--- src/rtl/modulo_entrada_operador.sv ---
`default_nettype none
// ---------------------------------------------------------------------------
// modulo_entrada_operador: operator key conditioning and cork entry counter
// with a request/acknowledge hand-off to the stock datapath.  Rev 1.0
// ---------------------------------------------------------------------------
module modulo_entrada_operador #(
  parameter int DEBOUNCE_CYCLES = 16,
  parameter int MAX_ENTRY       = 99
) (
  input  logic       clk,
  input  logic       clr,
  input  logic       n_btn_op,
  input  logic       n_btn_c,
  input  logic       n_btn_load,
  input  logic       load_ack,
  output logic       op_level,
  output logic       op_c_level,
  output logic [6:0] entry_count,
  output logic       load_req,
  output logic       load_op,
  output logic       ovf
);

  localparam int         c_NKEY = 3;
  localparam logic [7:0] c_DB   = 8'(DEBOUNCE_CYCLES);
  localparam logic [6:0] c_MAX  = 7'(MAX_ENTRY);

  typedef enum logic [0:0] {
    S_IDLE = 1'b0,
    S_REQ  = 1'b1
  } state_t;

  // Key index: 0 = operation, 1 = cork count, 2 = load
  logic [c_NKEY-1:0] w_raw;
  logic [c_NKEY-1:0] w_level;
  logic [c_NKEY-1:0] w_press;

  assign w_raw = ~{n_btn_load, n_btn_c, n_btn_op};

  for (genvar g = 0; g < c_NKEY; g++) begin : g_key
    logic       sync1_q, sync2_q, level_q, prev_q;
    logic [7:0] cnt_q;

    always_ff @(posedge clk) begin
      if (clr) begin
        sync1_q <= 1'b0;
        sync2_q <= 1'b0;
        level_q <= 1'b0;
        prev_q  <= 1'b0;
        cnt_q   <= 8'd0;
      end else begin
        sync1_q <= w_raw[g];
        sync2_q <= sync1_q;
        prev_q  <= level_q;
        if (sync2_q == level_q) begin
          cnt_q <= 8'd0;
        end else if (cnt_q + 8'd1 == c_DB) begin
          level_q <= ~level_q;
          cnt_q   <= 8'd0;
        end else begin
          cnt_q <= cnt_q + 8'd1;
        end
      end
    end

    assign w_level[g] = level_q;
    assign w_press[g] = level_q & ~prev_q;
  end

  state_t     state_q, state_d;
  logic [6:0] entry_q, entry_d;
  logic       op_q, op_d;
  logic       ovf_q, ovf_d;

  always_ff @(posedge clk) begin
    if (clr) begin
      state_q <= S_IDLE;
      entry_q <= 7'd0;
      op_q    <= 1'b0;
      ovf_q   <= 1'b0;
    end else begin
      state_q <= state_d;
      entry_q <= entry_d;
      op_q    <= op_d;
      ovf_q   <= ovf_d;
    end
  end

  always_comb begin
    state_d = state_q;
    entry_d = entry_q;
    op_d    = op_q;
    ovf_d   = ovf_q;
    case (state_q)
      S_IDLE: begin
        if (w_press[1]) begin
          if (entry_q < c_MAX) entry_d = entry_q + 7'd1;
          else                 ovf_d   = 1'b1;
        end
        // Commit judges the count after any same-cycle increment
        if (w_press[2] && (entry_d != 7'd0)) begin
          op_d    = w_level[0];
          state_d = S_REQ;
        end
      end
      S_REQ: begin
        if (load_ack) begin
          entry_d = 7'd0;
          ovf_d   = 1'b0;
          state_d = S_IDLE;
        end
      end
      default: state_d = S_IDLE;
    endcase
  end

  assign op_level    = w_level[0];
  assign op_c_level  = w_level[1];
  assign entry_count = entry_q;
  assign load_req    = (state_q == S_REQ);
  assign load_op     = op_q;
  assign ovf         = ovf_q;

endmodule
`default_nettype wire

--- config.mk ---
export PLATFORM = sky130hd
export DESIGN_NAME = modulo_entrada_operador
export DESIGN_NICKNAME = d
export VERILOG_FILES = /design/src/rtl/modulo_entrada_operador.sv
export SDC_FILE = /design/constraint.sdc
export NUM_CORES = 1
export LEC_CHECK = 0
export CORE_ASPECT_RATIO = 1.5
export CORE_MARGIN = 8
export CORE_UTILIZATION = 44
export DETAILED_ROUTE_END_ITERATION = 16
export GPL_TIMING_DRIVEN = 0
export PLACE_DENSITY = 0.6
export SLEW_MARGIN = 5
export SYNTH_ARGS = -nofsm -noshare
export SYNTH_HDL_FRONTEND = slang
export SYNTH_SLANG_ARGS = --single-unit
--- constraint.sdc ---
create_clock -name clk -period 2.29 [get_ports clk]
set_input_delay 0.458 -clock clk [delete_from_list [all_inputs] [get_ports clk]]
set_output_delay 0.458 -clock clk [all_outputs]
set_load 0.02 [all_outputs]
Yosys cells after proc, flatten, opt, wreduce, memory -nomap -nowiden
Index checks and enable logic that the tools add are counted.
{"block": "word_totals", "wordCells": 66, "input_bits": 6, "ff_bits": 45}
{"block": "op_classes", "n_mux": 12, "reduce_logical": 10, "bitwise_logic": 12, "add_sub_neg": 4, "eq_ne": 9, "magnitude_cmp": 1}
{"operator": "7-bit 2-to-1 mux", "count": 4}
{"operator": "8-bit by 1-bit adder with 8-bit output (second input constant)", "count": 3}
{"operator": "8-bit by 5-bit equality test with 1-bit output (second input constant)", "count": 3}
{"operator": "7-bit case mux with 2 select lines", "count": 1}
{"operator": "1-bit inverter", "count": 9}
{"operator": "3-bit OR reduction", "count": 3}
{"operator": "2-bit AND reduction", "count": 4}
{"operator": "7-bit by 1-bit adder with 7-bit output (second input constant)", "count": 1}
{"operator": "7-bit < comparator (second input constant)", "count": 1}
{"operator": "7-bit nonzero test", "count": 1}
{"operator": "2-bit inequality test (second input constant)", "count": 3}
{"operator": "1-bit 2-to-1 mux", "count": 5}
{"operator": "1-bit case mux with 2 select lines", "count": 2}
{"operator": "1-bit equality test", "count": 3}
{"operator": "3-bit inverter", "count": 1}
{"operator": "3-bit AND reduction", "count": 1}
{"operator": "1-bit bitwise AND", "count": 2}
{"operator": "1-bit logical AND", "count": 1}

Depth between registers and ports, before layout
Gate-level depths: netlist of run 1.
{"block": "logic_depth", "word_depth": 8, "depth_mapped": 7}

Least setup slack after synthesis of run 1
Ideal clock, no wire load.
{"block": "synth_path", "path_kind": "register -> register", "startpoint": "register entry_q[0], in the netlist entry_count[0]", "endpoint": "register op_q, in the netlist load_op", "setup_time_ns": 0.072, "setup_slack_ns": 0.405, "path_buffers": 0, "arrival_ns": 1.813, "path_stages_with_launch": 8, "path_cell_list": "dfxtp_1 > ha_1 > nand3b_1 > a311oi_1 > o22a_1 > nand4b_1 > o211ai_2 > mux2i_1"}
{"block": "synth_via", "elab_chain_len": 7, "word_cells_on_any_way": 8, "classes_between": "add/sub (1); order compare (1); mux (3); reduce/logical (3)"}
{"item": "start: declaration", "line_no": "71", "text": "logic [6:0] entry_q, entry_d;"}
{"item": "start signal: assignment", "line_no": "83", "text": "entry_q <= entry_d;"}
{"item": "7-bit by 1-bit adder with 7-bit output or 7-bit < comparator (tied branches)", "line_no": "97", "text": "if (entry_q < c_MAX) entry_d = entry_q + 7'd1;"}
{"item": "7-bit 2-to-1 mux", "line_no": "97"}
{"item": "7-bit 2-to-1 mux (*)", "line_no": "96", "text": "if (w_press[1]) begin"}
{"item": "7-bit 2-to-1 mux (*)", "line_no": "94", "text": "case (state_q)"}
{"item": "7-bit nonzero test (*)", "line_no": "101", "text": "if (w_press[2] && (entry_d != 7'd0)) begin"}
{"item": "1-bit logical AND (*)", "line_no": "101"}
{"item": "2-bit AND reduction (no source line) (*)"}
{"item": "end signal: assignment", "line_no": "84", "text": "op_q <= op_d;"}
{"item": "end: declaration", "line_no": "72", "text": "logic op_q, op_d;"}
Every way passes the cells marked *; elsewhere a longest branch is shown, timed or not. The select of a mux whose other input is x is not followed.
A chain may end at the register's enable or synchronous reset.

Worst setup path in the final report of run 1
Same ends and word-level chain as after synthesis.

==> impl_metrics.ini, run 1 <==
[outcome]
status = finished clean

[synthesis]
async_reset_ff_share_pct = 0
synth_warnings = 0
synth_nets = 237
synth.largest_area_cell = dfxtp_1
syn-cell-area_um2 = 2020
ys.flop_type = dfxtp_1
yosysSeqAreaShare_pct = 44.5
synth_edf_count = 0
synth.top_cell.area_share_pct = 44.5
ys_types = 45
ys_ff_latch = 45
synthCells = 227
yosys-top-cells-area = dfxtp_1, nor2_1, xor2_1
synth_area_per_cell_um2 = 8.91

[timing]
rsz0062_at_grt = false
relSlewSlack_pct = 65.9
fin_crit_sh_pct = 94.0
post-route-min-period_ps = 2150
finalSetupViolCount = 0
skew_ps = 5.53
layout_setup_ws_ps = 137
tns_ps = 0
hold_viol = 0
fmax_ghz = 0.464
drv_slew = 0
worstMarginPinSlew_ps = 512

[grt]
grt_pass1_wl_mm = 6.86
grt_max_degree = 14
antenna_found_initial = 0
overflow = 0
grt_pass1_vias = 1582
grt_usage_pct = 12.0

[routing]
ant_nets = 0
wl_mm = 3.97
drt-wirelength-per-cell_um = 13.3
dr.pass1.iters = 4
drcViolationCount = 0
dr.first_iter.drc_count = 43
vias = 1599
vias_per_cell = 5.35

[placement]
portBuffers = 17
placed_cells = 292
routabilityCongestion = 0.847
hpwl_mm = 2.88
place_ws_ps = 127

[finish]
final_net_count = 261
syn2layout_area_growth_pct = 16.5
n_antenna_cell = 0
final_cell_mix = dfxtp_1, nor2_1, clkdlybuf4s50_1
final_common_cell = dfxtp_1
post_route_cells_drive_above_1_share_pct = 5.58
fill_cells = 436
fin_cells = 299

[critical_path]
required_ps = 2520
cp_max_fo = 9
start_kind = flop
r2r_slack_ps = 140
critPathKind = flop to flop
end_kind = flop
cp_data_arrival_time_ps = 2390

[power]
p_total_mw = 1.40
leakage_nw = 0.845
power_frac_comb_pct = 2.2
seqPwrFrac_pct = 56.5
power.density_nw_per_um2 = 595
p_sw_mw = 0.281
power.internal_mw = 1.12
swShare_pct = 20.1
peakVddDrop_v = 0.000295
clock_power_share_pct = 41.4

[die]
core-area_um2 = 4470
rows = 30
start_util_pct = 45.3
io_pins = 18
die_y_um = 99.1
die_w_um = 71.4
die_area_um2 = 7070

[clock_tree]
cts-root-to-sink-buffers = 2
root_buffer = clkbuf_8
clk_pin_slew_ps = 80
cts.sink_count = 45
postCtsResizedCells = 0
cts_setup_buffers = 0
cts_max_level = 2
postCtsHoldBufs = 0
cts_tree = yes
insertion_delay_ps = 290
cts_buffers = 5

[flow_run]
drv_cap = 0

[min_path]
hold_class = flop to flop
## cell type report
class	instances	area [um2]	area share, %
timing repair buffer	17	170	7.22
clock inverter	2	35.0	1.49
sequential	45	901	38.2
inverter	5	18.8	0.796
buffer	5	27.5	1.17
tap	48	60.1	2.55
clock buffer	5	68.8	2.92
multi-input combinational	172	1080	45.6
## metal layers
metal | wire, um | vias up | part of all wire (%) | track usage [%]
li1 | - | 824 | - | -
met1 | 1870 | 729 | 47 | 13.1
met2 | 1800 | 35 | 45 | 19.5
met3 | 184 | 11 | 4.6 | 3.86
met4 | 117 | 0 | 2.9 | 7.09
met5 | 0 | - | 0 | 0
## cell usage after synthesis, types with 2 or more instances
master,number
a21oi_1,9
a311oi_1,2
and3_1,4
clkbuf_1,3
dfxtp_1,45
ha_1,4
inv_1,5
mux2i_1,4
nand2_1,14
nand2b_1,10
nand3_1,14
nand3b_1,3
nand4b_1,3
nor2_1,43
nor2b_1,5
nor3_1,3
nor3b_1,2
o21ai_0,5
xnor2_1,9
xor2_1,15
## worst max-delay path: stages (launching register included)
cell and delay, ps:
dfxtp_1 560, ha_1 240, nand3b_1 160, a311oi_1 360
o22a_1 210, nand4b_1 140, o211ai_2 230, mux2i_1 190
## state kept, by name, summed over array words and instances, names as in the netlist
name,flops
g_key.sync1_q,3
g_key.level_q,1
op_c_level,1
ovf,1
g_key.sync2_q,3
g_key.prev_q,2
op_level,1
load_op,1
g_key.cnt_q,24
entry_count,7
load_req,1
## final timing paths
path,start,to,depth (start not counted)
min,g_key[2].sync1_q$_SDFF_PP0_,g_key[2].sync2_q$_SDFF_PP0_,1
min reg2reg,g_key[2].sync1_q$_SDFF_PP0_,g_key[2].sync2_q$_SDFF_PP0_,1
max reg2reg,entry_count[0]$_SDFFE_PP0P_,load_op$_SDFFE_PP0P_,7
max,entry_count[0]$_SDFFE_PP0P_,load_op$_SDFFE_PP0P_,7
## stage by stage
| stage | util [%] | hold WS, ps | cell area (um2) |
|---|---|---|---|
| 5_1_grt | 52.8 | 462 | 2360 |
| 3_5_place_dp | 50.4 | 424 | 2250 |
| 3_3_place_gp | 50.4 | 418 | 2250 |
| 4_1_cts | 52.8 | 440 | 2360 |
| 6_report | 52.8 | 435 | 2360 |
| 2_1_floorplan | - | 414 | 2020 |
## power by group through the flow
stage | registers, mW | clock network, mW | logic (mW)
after detailed placement | 0.810 | 0 | 0.0308
after floorplan | 0.809 | 0 | 0.0156
after CTS | 0.792 | 0.598 | 0.0310
final | 0.791 | 0.580 | 0.0302
after global routing | 0.793 | 0.628 | 0.0332
after global placement | 0.810 | 0 | 0.0306
## cell families (layout without fill, tap and decap cells)
family                   after synthesis  count (layout)  synth area share [%]
multiplexers                           4               4                  1.98
flip-flops                            45              45                  44.5
AO/OA/AOI/OAI                         30              30                  11.1
AND/OR/NAND/NOR                      110             110                  27.2
buffers and inverters                 10              34                  2.29
adder cells (fa/ha/maj)                4               4                  2.47
XOR/XNOR                              24              24                  10.4
(Power assumes the default switching activity.)
==> inputs of run 2 (changes only) <==
--- a/config.mk
+++ b/config.mk
@@ -5,12 +5,13 @@
 export SDC_FILE = /design/constraint.sdc
 export NUM_CORES = 1
 export LEC_CHECK = 0
-export CORE_ASPECT_RATIO = 1.5
+export CELL_PAD_IN_SITES_DETAIL_PLACEMENT = 1
+export CELL_PAD_IN_SITES_GLOBAL_PLACEMENT = 1
 export CORE_MARGIN = 8
-export CORE_UTILIZATION = 44
+export CORE_UTILIZATION = 43
 export DETAILED_ROUTE_END_ITERATION = 16
 export GPL_TIMING_DRIVEN = 0
-export PLACE_DENSITY = 0.6
+export PLACE_DENSITY = 0.74
 export SLEW_MARGIN = 5
 export SYNTH_ARGS = -nofsm -noshare
 export SYNTH_HDL_FRONTEND = slang
==> run 2 against run 1 <==
Compared with the run above: final area decreased by 0.11%; first-iteration DRC count shrank 28%; clock power fell by 9.8%; highest routed layer unchanged; hold slack better by 7.0 ps; clock skew is 11 ps higher; critical path type unchanged; critical endpoint unchanged; largest power group unchanged; clock-buffer cell count unchanged; maximum frequency up 2.6%.
==> impl_metrics.ini, run 2 (synthesis results as in run 1) <==
[outcome]
status = finished clean

[critical_path]
required_ps = 2530
start_kind = flop
worstReg2RegStart = entry_count[0]$_SDFFE_PP0P_
r2r_slack_ps = 190
cp_data_arrival_time_ps = 2340
r2r_end = load_op$_SDFFE_PP0P_
worstRegToRegCells = 7
end_kind = flop
critPathKind = flop to flop
cp_max_fo = 9

[clock_tree]
cts_max_level = 2
cts_setup_buffers = 0
insertion_delay_ps = 310
cts_tree = yes
cts_buffers = 5
postCtsHoldBufs = 0
cts-root-to-sink-buffers = 2
clk_pin_slew_ps = 100
root_buffer = clkbuf_8
postCtsResizedCells = 0
cts.sink_count = 45

[power]
leakage_nw = 0.836
peakVddDrop_v = 0.000345
power.density_nw_per_um2 = 571

[timing]
drv_slew = 0
rsz0062_at_grt = false
skew_ps = 16.1
fin_crit_sh_pct = 91.7
worstMarginPinSlew_ps = 485
tns_ps = 0
hold_viol = 0
finalSetupViolCount = 0
relSlewSlack_pct = 67.7
post-route-min-period_ps = 2100
fmax_ghz = 0.476

[min_path]
hold_path_depth = 1
hp-start = g_key[2].sync1_q$_SDFF_PP0_
holdPathEnd = g_key[2].sync2_q$_SDFF_PP0_
hold_class = flop to flop

[routing]
drcViolationCount = 0
wl_mm = 4.29
vias_per_cell = 5.28
ant_nets = 0
drt-wirelength-per-cell_um = 14.0
dr.first_iter.drc_count = 31
vias = 1616
dr.pass1.iters = 4

[die]
start_util_pct = 43.7
io_pins = 18
die_y_um = 84.6
die_w_um = 84.6
die_area_um2 = 7160
rows = 25
core-area_um2 = 4630

[placement]
dpl_cell_area_um2 = 2260
routabilityCongestion = 0.792
portBuffers = 17
hpwl_mm = 3.16

[flow_run]
drv_cap = 0

[grt]
grt_pass1_wl_mm = 7.46
grt-busiest-layer = met2
grt_max_degree = 17
overflow = 0
grt_pass1_vias = 1648
antenna_found_initial = 0
gr-usage-met1_pct = 15.3
grt_usage_pct = 12.9
grtUsageMet2_pct = 21.5
globalRouteMet3Util_pct = 4.20

[finish]
largest_register_ffs = 24
n_antenna_cell = 0
syn2layout_area_growth_pct = 16.4
design_area_um2 = 2350
final_cell_mix = dfxtp_1, nor2_1, clkdlybuf4s50_1
top_register = g_key.cnt_q
post_route_cells_drive_above_1_share_pct = 5.95
final_net_count = 261
final_common_cell = dfxtp_1
run 2: worst max-delay path by stage:
stage                                     start                      end  cells past startpoint
floorplan           entry_count[0]$_SDFFE_PP0P_     load_op$_SDFFE_PP0P_                      7
global placement                            clr         ovf$_SDFFE_PP0P_                      4
detailed placement                          clr  op_c_level$_SDFFE_PP0P_                      4
CTS                 entry_count[0]$_SDFFE_PP0P_     load_op$_SDFFE_PP0P_                      7
global route        entry_count[0]$_SDFFE_PP0P_     load_op$_SDFFE_PP0P_                      7
finish              entry_count[0]$_SDFFE_PP0P_     load_op$_SDFFE_PP0P_                      7
run 2: layout make-up:
class / instances / area (um2)
flip-flops and latches: 45 / 901
well taps: 54 / 67.6
clock buffers: 5 / 68.8
clock inverters: 3 / 25.0
inverters: 5 / 18.8
plain buffers: 5 / 27.5
repair buffers: 17 / 170
multi-input cells: 172 / 1080
fillers: 552 / 2270
run 2: critical path: stages (launching register included):
cell,delay (ps)
dfxtp_1,550
ha_1,230
nand3b_1,180
a311oi_1,330
o22a_1,190
nand4b_1,140
o211ai_2,220
mux2i_1,190
run 2: through the flow:
stage                     power (mW)  utilization [%]  hold slack [ps]  setup WS [ps]  cells
after CTS                       1.37             50.9              445            193    306
final                           1.35             50.9              442            191    306
after floorplan                0.825                -              414            405    227
after global placement         0.841             48.8              421            139    298
after global routing            1.40             50.9              445           53.0    306
after detailed placement       0.842             48.8              432           70.8    298
run 2: power by group:
group | internal, mW | switching [mW]
sequential | 0.788 | 0.00360
combinational | 0.0149 | 0.0156
clock | 0.221 | 0.302
total | 1.02 | 0.322
run 2: metal layers:
metal  wire length (um)  vias to the layer above
met4                 66                        0
li1                   -                      824
met1               2110                      768
met2               2000                       16
met3                119                        8
met5                  0                        -
==> inputs of run 3 (changes only) <==
--- a/config.mk
+++ b/config.mk
@@ -8,10 +8,11 @@
 export CELL_PAD_IN_SITES_DETAIL_PLACEMENT = 1
 export CELL_PAD_IN_SITES_GLOBAL_PLACEMENT = 1
 export CORE_MARGIN = 8
-export CORE_UTILIZATION = 43
+export CORE_UTILIZATION = 44
 export DETAILED_ROUTE_END_ITERATION = 16
+export DONT_BUFFER_PORTS = 1
 export GPL_TIMING_DRIVEN = 0
-export PLACE_DENSITY = 0.74
+export PLACE_DENSITY = 0.69
 export SLEW_MARGIN = 5
 export SYNTH_ARGS = -nofsm -noshare
 export SYNTH_HDL_FRONTEND = slang
==> run 3 against run 2 <==
Compared with the run above: clock power rose by 13%; final area fell by 6.5%; critical path depth did not move; clock-buffer cell count rose by 1; register-to-register slack improved by 90 ps; total power rose by 4.1%; sequential cell count did not move; hold slack got worse by 230 ps; maximum frequency rose by 4.7%; global-route usage fell by 0.30 points; utilization fell by 0.64 points.
==> impl_metrics.ini, run 3 (synthesis results as in run 1) <==
[timing]
holdWs_ps = 216
layout_setup_ws_ps = 284
tns_ps = 0
relSlewSlack_pct = 64.4
finalSetupViolCount = 0
fmax_ghz = 0.499
fin_crit_sh_pct = 87.6
drv_slew = 0
worstMarginPinSlew_ps = 534
skew_ps = 6.02
rsz0062_at_grt = false
hold_viol = 0
post-route-min-period_ps = 2010

[power]
seqPwrFrac_pct = 56.5
power.internal_mw = 1.12
power.density_nw_per_um2 = 636
p_total_mw = 1.40
clock_power_share_pct = 42.1
leakage_nw = 0.787
p_sw_mw = 0.277
peakVddDrop_v = 0.000319
swShare_pct = 19.8
power_frac_comb_pct = 1.4

[grt]
antenna_found_initial = 0
grt_max_degree = 15
grt_pass1_vias = 1596
overflow = 0
grt_pass1_wl_mm = 7.43
grt_usage_pct = 12.6

[finish]
final_util_pct = 50.2
fin_cells = 287
largest_register_ffs = 24
top_register = g_key.cnt_q
final_net_count = 244
design_area_um2 = 2200
n_antenna_cell = 0
final_cell_mix = nor2_1, dfxtp_1, xor2_1
syn2layout_area_growth_pct = 8.84
post_route_cells_drive_above_1_share_pct = 6.81

[clock_tree]
cts_buffers = 5
cts.sink_count = 45
postCtsHoldBufs = 0
cts_tree = yes
cts_max_level = 2
root_buffer = clkbuf_8
clk_pin_slew_ps = 80
cts-root-to-sink-buffers = 2
insertion_delay_ps = 290

[critical_path]
critPathSlowestCell = dfxtp_2
end_kind = flop
path_buf_inv = 0
required_ps = 2520
critPathMaxStageDelay_ps = 500
critPathKind = flop to flop
start_kind = flop
crit_chain = ha_1 -> nand3b_1 -> a311oi_1 -> o22a_1 -> nand4b_1 -> o211ai_2 -> mux2i_1
crit_family = compound AO/OA/AOI/OAI gates
cp_data_arrival_time_ps = 2230
cp_max_fo = 9

[die]
die_y_um = 83.8
rows = 24
start_util_pct = 46.1
die_w_um = 83.8
die_area_um2 = 7020
io_pins = 18
core-area_um2 = 4380

[routing]
ant_nets = 0
vias = 1550
wl_mm = 4.32
dr.pass1.iters = 4
vias_per_cell = 5.40
dr.first_iter.drc_count = 60
drt-wirelength-per-cell_um = 15.1
drcViolationCount = 0

[placement]
place_ws_ps = 110
portBuffers = 0
routabilityCongestion = 0.817
placed_cells = 279
dpl_cell_area_um2 = 2090
hpwl_mm = 3.22

[outcome]
status = finished clean

[min_path]
hold_class = input pin to flop

[flow_run]
drv_cap = 0
-- run 3: changes by cell type in the layout (fill, tap and decap cells not counted) --
cell,change
clkdlybuf4s50_1,-17
dfxtp_1,-2
dfxtp_2,+2
bufinv_16,+1
clkbuf_1,+1
clkinvlp_4,-1
inv_6,-1
-- run 3: layout make-up --
class	instances	area (um2)
clock inverter	2	38.8
buffer	5	27.5
tap	52	65.1
fill	521	2180
clock buffer	6	72.6
sequential	45	903
multi-input combinational	172	1080
inverter	5	18.8
-- run 3: repair_timing --
action / CTS / global route
buffers inserted: 0 / 0
gates resized for setup: 0 / 2
endpoints found under the setup margin: 0 / 2
-- run 3: final timing paths --
path | start | cells after the start | slack [ps] | endpoint
worst min register to register | g_key[0].sync1_q$_SDFF_PP0_ | 1 | 460 | g_key[0].sync2_q$_SDFF_PP0_
worst min-delay path | n_btn_load | 1 | 220 | g_key[2].sync1_q$_SDFF_PP0_
worst max-delay path | entry_count[0]$_SDFFE_PP0P_ | 7 | 280 | load_op$_SDFFE_PP0P_
worst max register to register | entry_count[0]$_SDFFE_PP0P_ | 7 | 280 | load_op$_SDFFE_PP0P_
-- run 3: power by group through the flow --
stage	combinational [mW]	sequential, mW	clock, mW
CTS	0.0206	0.792	0.619
global placement	0.0195	0.810	0
floorplan	0.0156	0.809	0
global route	0.0226	0.793	0.645
finish	0.0197	0.792	0.589
detailed placement	0.0204	0.810	0
-- run 3: per-layer routing --
metal | part of all wire, % | GRT usage, % | vias to the layer above
met5 | 0 | 0 | -
met3 | 4.5 | 3.81 | 5
met1 | 48 | 15.2 | 736
li1 | - | - | 786
met4 | 0.88 | 4.55 | 0
met2 | 47 | 20.6 | 23
-- run 3: worst reg2reg max path, delay by kind of cell (launching register included) --
family / cells / cell delay, ps
compound gates: 3 / 710
flops: 1 / 500
fa+ha+maj: 1 / 230
mux: 1 / 190
simple gates: 2 / 320
